===== config.mk =====
export PLATFORM = sky130hd
export DESIGN_NAME = soc_ifc_fw_rst_scheduler
export DESIGN_NICKNAME = d
export VERILOG_FILES = /design/src/rtl/soc_ifc_fw_rst_scheduler.sv
export SDC_FILE = /design/constraint.sdc
export NUM_CORES = 1
export LEC_CHECK = 0
export ABC_AREA = 1
export CAP_MARGIN = 30
export CORE_MARGIN = 3
export CORE_UTILIZATION = 48
export CTS_CLUSTER_DIAMETER = 80
export DETAILED_ROUTE_END_ITERATION = 16
export GPL_TIMING_DRIVEN = 0
export PLACE_DENSITY = 0.76
export SETUP_SLACK_MARGIN = 0.02
export SYNTH_ARGS = -nofsm -noshare
export SYNTH_HDL_FRONTEND = slang
export SYNTH_SLANG_ARGS = --single-unit

===== constraint.sdc =====
create_clock -name clk -period 1.88 [get_ports clk]
set_input_delay 0.376 -clock clk [delete_from_list [all_inputs] [get_ports clk]]
set_output_delay 0.376 -clock clk [all_outputs]
set_load 0.05 [all_outputs]

===== src/rtl/soc_ifc_fw_rst_scheduler.sv =====
// Firmware-update-reset scheduler: round-robin arbitration of reset requests into single
// fw_update_rst handshakes with the boot FSM, with cooldown, timeout and abort handling.

package soc_ifc_fw_rst_pkg;
  typedef enum logic [2:0] {
    BOOT_IDLE   = 3'b000,
    BOOT_FUSE   = 3'b001,
    BOOT_FW_RST = 3'b010,
    BOOT_WAIT   = 3'b011,
    BOOT_DONE   = 3'b100
  } boot_fsm_state_e;
endpackage

module soc_ifc_fw_rst_scheduler
  import soc_ifc_fw_rst_pkg::*;
#(
  parameter int unsigned NUM_REQ         = 3,
  parameter logic [7:0]  MIN_WAIT_CYCLES = 8'd5,
  parameter int unsigned TIMEOUT_CYCLES  = 1024,
  parameter int unsigned COOLDOWN_CYCLES = 16,
  localparam int unsigned IDW            = $clog2(NUM_REQ)
) (
  input  logic                   clk,
  input  logic                   rst,
  input  logic                   sched_en,
  input  logic [NUM_REQ-1:0]     req,
  input  logic [NUM_REQ*8-1:0]   req_wait_cycles,
  input  boot_fsm_state_e        boot_fsm_ps,
  input  logic                   err_clr,
  output logic                   fw_update_rst,
  output logic [7:0]             fw_update_rst_wait_cycles,
  output logic                   gnt_vld,
  output logic [IDW-1:0]         gnt_id,
  output logic [NUM_REQ-1:0]     pending,
  output logic [NUM_REQ-1:0]     done,
  output logic                   err_timeout
);

  localparam logic [15:0] TMO_LAST = 16'(TIMEOUT_CYCLES - 1);
  localparam logic [15:0] CD_LAST  = 16'(COOLDOWN_CYCLES - 1);

  typedef enum logic [1:0] {
    S_IDLE      = 2'd0,
    S_ASSERT    = 2'd1,
    S_WAIT_DONE = 2'd2,
    S_COOLDOWN  = 2'd3
  } sched_state_e;

  sched_state_e       state, state_d;
  logic [IDW-1:0]     rr_ptr, rr_d;
  logic [15:0]        tmo_cnt, tmo_d;
  logic [15:0]        cd_cnt, cd_d;
  logic               fw_d, gnt_vld_d, err_set;
  logic [IDW-1:0]     gnt_id_d, win_id;
  logic [7:0]         wait_d, wait_sel;
  logic [NUM_REQ-1:0] done_d, clr_d;

  // First pending source at or after ptr, wrapping modulo NUM_REQ.
  function automatic logic [IDW-1:0] rr_pick(input logic [NUM_REQ-1:0] p,
                                             input logic [IDW-1:0]     ptr);
    logic [IDW-1:0] pick;
    logic           found;
    int unsigned    idx;
    pick  = '0;
    found = 1'b0;
    for (int unsigned k = 0; k < NUM_REQ; k++) begin
      idx = int'(ptr) + k;
      if (idx >= NUM_REQ) idx = idx - NUM_REQ;
      if (!found && p[idx]) begin
        found = 1'b1;
        pick  = IDW'(idx);
      end
    end
    return pick;
  endfunction

  assign win_id   = rr_pick(pending, rr_ptr);
  assign wait_sel = req_wait_cycles[8*win_id +: 8];

  always_comb begin
    // NOTE: every variable gets a hold/default value first so no path through the case infers a latch.
    state_d   = state;
    fw_d      = fw_update_rst;
    gnt_vld_d = gnt_vld;
    gnt_id_d  = gnt_id;
    wait_d    = fw_update_rst_wait_cycles;
    rr_d      = rr_ptr;
    tmo_d     = tmo_cnt;
    cd_d      = cd_cnt;
    done_d    = '0;
    clr_d     = '0;
    err_set   = 1'b0;

    unique case (state)
      S_IDLE: begin
        if (sched_en && (|pending) && boot_fsm_ps == BOOT_DONE) begin
          state_d   = S_ASSERT;
          fw_d      = 1'b1;
          gnt_vld_d = 1'b1;
          gnt_id_d  = win_id;
          wait_d    = (wait_sel < MIN_WAIT_CYCLES) ? MIN_WAIT_CYCLES : wait_sel;
          rr_d      = (win_id == IDW'(NUM_REQ - 1)) ? '0 : win_id + 1'b1;
          tmo_d     = '0;
        end
      end

      S_ASSERT, S_WAIT_DONE: begin
        tmo_d = tmo_cnt + 16'd1;
        // Warm/cold reset of the SoC: drop the grant but keep the request queued.
        if (boot_fsm_ps == BOOT_IDLE || boot_fsm_ps == BOOT_FUSE) begin
          state_d   = S_IDLE;
          fw_d      = 1'b0;
          gnt_vld_d = 1'b0;
          tmo_d     = '0;
        end else if (state == S_ASSERT && boot_fsm_ps == BOOT_FW_RST) begin
          state_d = S_WAIT_DONE;
          fw_d    = 1'b0;
          tmo_d   = '0;
        end else if (state == S_WAIT_DONE && boot_fsm_ps == BOOT_DONE) begin
          state_d         = S_COOLDOWN;
          gnt_vld_d       = 1'b0;
          done_d[gnt_id]  = 1'b1;
          clr_d[gnt_id]   = 1'b1;
          cd_d            = '0;
        end else if (tmo_cnt == TMO_LAST) begin
          state_d       = S_COOLDOWN;
          fw_d          = 1'b0;
          gnt_vld_d     = 1'b0;
          err_set       = 1'b1;
          clr_d[gnt_id] = 1'b1;
          cd_d          = '0;
        end
      end

      S_COOLDOWN: begin
        if (cd_cnt == CD_LAST) begin
          state_d = S_IDLE;
          cd_d    = '0;
        end else begin
          cd_d = cd_cnt + 16'd1;
        end
      end

      default: state_d = S_IDLE;
    endcase
  end

  // NOTE: sequential state uses non-blocking assignments so every register samples pre-edge values.
  always_ff @(posedge clk) begin
    if (rst) begin
      state                     <= S_IDLE;
      rr_ptr                    <= '0;
      tmo_cnt                   <= '0;
      cd_cnt                    <= '0;
      fw_update_rst             <= 1'b0;
      fw_update_rst_wait_cycles <= '0;
      gnt_vld                   <= 1'b0;
      gnt_id                    <= '0;
      pending                   <= '0;
      done                      <= '0;
      err_timeout               <= 1'b0;
    end else begin
      state                     <= state_d;
      rr_ptr                    <= rr_d;
      tmo_cnt                   <= tmo_d;
      cd_cnt                    <= cd_d;
      fw_update_rst             <= fw_d;
      fw_update_rst_wait_cycles <= wait_d;
      gnt_vld                   <= gnt_vld_d;
      gnt_id                    <= gnt_id_d;
      // A new request in the same cycle as a completion keeps the bit set.
      pending                   <= (pending & ~clr_d) | req;
      done                      <= done_d;
      if (err_set)      err_timeout <= 1'b1;
      else if (err_clr) err_timeout <= 1'b0;
    end
  end

endmodule


After elaboration in Yosys (flattened, before gate mapping):

Index checks and enable logic that the tools add are counted.
Widths: inputs -> output; s select.

* register bits: 55
* bits in latches: 0
* memory bits (writable): 0
* memory bits (read-only): 0
* bits of input ports: 34
* output and inout port bits: 19
* logic and storage cells: 134
* memories: 0

* add/subtract/negate cells: 8
* $mul: 0
* divide/modulo/power cells: 0
* $lt $le $gt $ge: 9
* equality and inequality tests: 19
* shift operators: 1
* multiplexer cells: 57
* bitwise logic cells: 5
* reductions and logical operators: 24

Operators by type and width (number)
* $mux 16: 8
* $lt 32x3->1 const B: 3
* $mux 32: 3
* $pmux 16 s2: 2
* $add 16x1->16 const B: 2
* $shiftx 24x6->8: 1
* $mux 1: 21
* $mux 2: 10
* $eq 16x10->1 const B: 1
* $eq 16x4->1 const B: 1
* $mux 3: 5
* $ne 4x4->1 const B: 3
* $reduce_and 4->1: 3
* $lt 8x3->1 const B: 1
* $mux 8: 1
* $ne 2x2->1 const B: 4
* $sub 3x2->4 const B: 2
* $logic_and 1x1->1: 7
* $bmux 1 s2: 3
* $eq 2x2->1 const B: 3
* $ge 3x2->1 const B: 2
* $ne 3x3->1 const B: 2
* $pmux 2 s3: 1
* $reduce_bool 2->1: 3
* other kinds (27): 31

Longest topological paths before layout:

* depth in word-level cells: 14
* depth in mapped cells: 18

Worst setup path after synthesis:

OpenSTA, ideal clock, no wires.

* path kind: register -> register
* from: reg rr_ptr[0]
* to: reg fw_update_rst_wait_cycles[1]
* library setup time: 0.131 ns
* arrival: 1.963 ns
* required time: 1.749 ns
* setup slack: -0.214 ns
* cell stages (with the launch flop): 18
* period minus slack after synthesis: 2.094 ns
* cells stage by stage: dfxtp_1 inv_1 ha_1 inv_2 nand2_1 nand2_1 nand3_2 nand3_2 nand3_1 nand2_1 buf_6 nor2_1 a21oi_1 nand2_1 nor2_2 nand3_2 nand2_2 a21oi_2

* longest elaborated chain between the ends: 14
* elaborated cells between the ends (all ways): 29
* those cells by class: add/sub: 5; order compare: 4; shift: 1; mux: 15; reduce/logical: 4

Ends and longest elaborated chain
* start: declaration: RTL line 50 `logic [IDW-1:0] rr_ptr, rr_d;`
* start signal: assignment: RTL line 164 `rr_ptr <= rr_d;`
* branches (longest 10 deep; another with $sub 3x2->4)
* $mux 2 *: RTL line 69 `if (!found && p[idx]) begin`
* $shiftx 24x6->8 *: RTL line 78 `assign wait_sel = req_wait_cycles[8*win_id +: 8];`
* $lt 8x3->1: RTL line 101 `wait_d = (wait_sel < MIN_WAIT_CYCLES) ? MIN_WAIT_CYCLES : wait_sel;`
* $mux 8 *: RTL line 101
* end signal: assignment: RTL line 168 `fw_update_rst_wait_cycles <= wait_d;`
* end: declaration: RTL line 31 `output logic [7:0] fw_update_rst_wait_cycles,`

Mark *: on every way between the ends. The select of a mux whose other input is x is not followed.
A chain may end at the register's enable or synchronous reset.

Final worst setup path:

Ends and elaborated chain as after synthesis.

==> run summary <==
Clk buf depth -> 2
Synth warn -> 0
Die Span Y -> 87.1 um
CTS tree -> built
Post-CTS Hold Buffers -> 0
Leakage -> 0.00211 uW
Synthesis-stage register bit count -> 55
Ys async rst share -> 0
Final setup fails -> 24
Post-synth top flop -> dfxtp_1
Slew Limit Headroom -> 0.592
RSZ-0062 raised after global routing -> yes
Post-route setup TNS -> -2.44 ns
Hold slack -> 0.451 ns
DRC Markers -> 0
Clk_lat worst skew -> 0.32 ns
Synth Instances -> 448
Buffers added on ports -> 52
Critical-path top delay cell -> dfxtp_4
Share of cells above drive strength 1 -> 0.392
CTS buffer count -> 5
Antenna violations before repair -> 0
Sink Count -> 55
Full die area -> 7590 um2
Vias/cell -> 5.33
Remaining antenna violation count -> 0
Failing checks -> negative setup slack
Max-slew violations -> 0
Gpl congestion -> 0.844
Gr usage total -> 0.215
Startpoint Class -> flip-flop
Worst R2R Setup Slack -> -0.29 ns
Worst Setup Path Type -> flip-flop to flip-flop
Cell repeated most along the worst path -> nand2_2
Mapped Area -> 3160 um2
DRT Pass-1 Iters -> 4
Worst setup EP type -> flip-flop
Diode count -> 0
First DRT Iteration DRCs -> 197
Root buffer cell -> clkbuf_8
DR vias -> 3393
IO Pins -> 53
Worst-margin pin slew -> 0.611 ns
CTS H-tree depth -> 2
Starting Density -> 0.515
Tightest Hold Check Type -> flip-flop to flip-flop
Routed len/inst -> 15.3 um
Final core occ -> 0.799
Setup ws final -> -0.292 ns
Synth cell types -> 41
Area Growth Syn to Fin -> 55.0%
GRT overflow -> 0
Vias in the first global route -> 3037
Post-route clock period utilization -> 1.16
EDFF count, synth -> 0
Routed WL -> 9710 um
Clk slew on worst S/H paths -> 0.09 ns
Status -> complete, but fails checks
DP HPWL -> 5440 um
Row count -> 28
Crit path arrival time -> 2.36 ns
Power per cell area -> 739 nW/um2
Largest net degree at the start of global routing -> 16
Clock Skew -> 0.00674 ns
Sequential share of the synthesized area -> 0.349
Number of nets in the layout -> 605
Worst path max stage delay -> 0.39 ns
First-pass GRT wire length -> 13300 um
Max-cap violation count -> 0
CP Cell Sequence -> inv_4, ha_4, inv_6, nand2_2, nand2_2, nand3_2, nand4_1, nand3_1, nand2_1, a21oi_2, nand2_2, nor2_4, nand3_2, nand2_2, a21oi_2
Final hold violation count -> 0
Syn Nets -> 493
Avg Inst Size Synth -> 7.05 um2
Worst-path fanout max -> 5
Core ar. -> 6130 um2
DP Worst Slack -> -0.584 ns
VDD IR max -> 0.577 mV
WP data required -> 2.07 ns
Final worst path period need -> 2.17 ns
Chip width -> 87.1 um
Max Fclk -> 460 MHz
## metrics by stage
step	cells	cell area [um2]	power, uW
3_3_place_gp	575	3840	2270
2_1_floorplan	448	3220	2030
6_report	636	4900	3620
5_1_grt	636	4900	3790
4_1_cts	620	4340	3290
3_5_place_dp	575	3840	2290
## where the power goes
part / internal, uW / switching, uW / total [uW]
combinational: 706 / 869 / 1570
clock: 338 / 400 / 737
sequential: 1240 / 70.9 / 1310
total: 2280 / 1340 / 3620
## cell usage in the layout, fill, tap and decap left out, drive strengths merged, types with 2 or more instances in the layout
cell type	instances
clkdlybuf4s50	34
o211ai	2
dlygate4sd2	11
clkbuf	12
nand4	6
a21oi	44
o21ai	28
nand2	100
nand3	31
nand3b	2
ha	11
dlymetal6s2s	7
dfxtp	55
buf	54
clkinv	2
o21a	5
nor4	2
or2	3
inv	62
nor3	17
a211oi	2
nor2	65
## synthesized netlist by cell type (all sizes together) (2+ instances only)
cell type,instances,area (um2)
or2,3,18.8
a211oi,2,20.0
clkbuf,4,15.0
nand2,100,449
o21a,5,37.5
nand3b,2,15.0
clkinv,2,7.51
inv,61,231
buf,2,22.5
a21oi,44,250
nand4,6,43.8
o21ai,28,151
nor4,2,12.5
nor2,65,264
nor3,17,121
nand3,31,185
o211ai,2,15.0
ha,11,138
dfxtp,55,1100
## logic make-up after synthesis
family	after synthesis	share of synthesized area
flip-flops	55	0.349
adder cells (fa/ha/maj)	11	0.0436
buffers and inverters	69	0.0875
AND/OR/NAND/NOR	227	0.355
XOR/XNOR	1	0.00277
AO/OA/AOI/OAI	85	0.162
## critical path: cells and delay by family, from the launching register on
kind / cells / cell delay (ns)
adders and majority gates: 1 / 0.32
AOI/OAI and AO/OA: 2 / 0.21
buffers and inverters: 2 / 0.11
DFF: 1 / 0.39
and+or+nand+nor: 10 / 0.98
## flip-flops by register name, summed over array words and instances, names as in the netlist, 2 cells and up
name                       cells
cd_cnt                        16
tmo_cnt                       16
fw_update_rst_wait_cycles      8
done                           3
pending                        3
gnt_id                         2
rr_ptr                         2
state                          2
## worst paths after layout
kind | from | to | cells after the start
hold / removal | tmo_cnt[3] | tmo_cnt[3] | 1
hold reg to reg | tmo_cnt[3] | tmo_cnt[3] | 1
setup / recovery | rr_ptr[0] | fw_update_rst_wait_cycles[1] | 15
setup reg to reg | rr_ptr[0] | fw_update_rst_wait_cycles[1] | 15
## cell type report
cell class / count / area [um2]
timing repair buffer: 104 / 967
buffer: 6 / 37.5
tap: 75 / 93.8
fill: 380 / 1230
multi-input combinational: 324 / 2290
clock buffer: 8 / 100
timing repair inverter: 1 / 5.00
sequential: 55 / 1130
inverter: 63 / 277
## layer usage
layer / vias up / GRT usage / routed length, um
li1: 1686 / - / -
met1: 1581 / 0.269 / 4070
met2: 101 / 0.380 / 4850
met3: 25 / 0.0341 / 518
met4: 0 / 0.0614 / 276
met5: - / 0 / 0
## what timing repair did
action | in CTS | in global routing
gates resized for setup | 60 | 117
buffers inserted | 35 | 15
pin swaps | 23 | 46
cloned | 2 | 1
hold endpoints to repair | 0 | 0
endpoints found under the setup margin | 41 | 39
No activity file was read; power rests on OpenSTA's default activity.
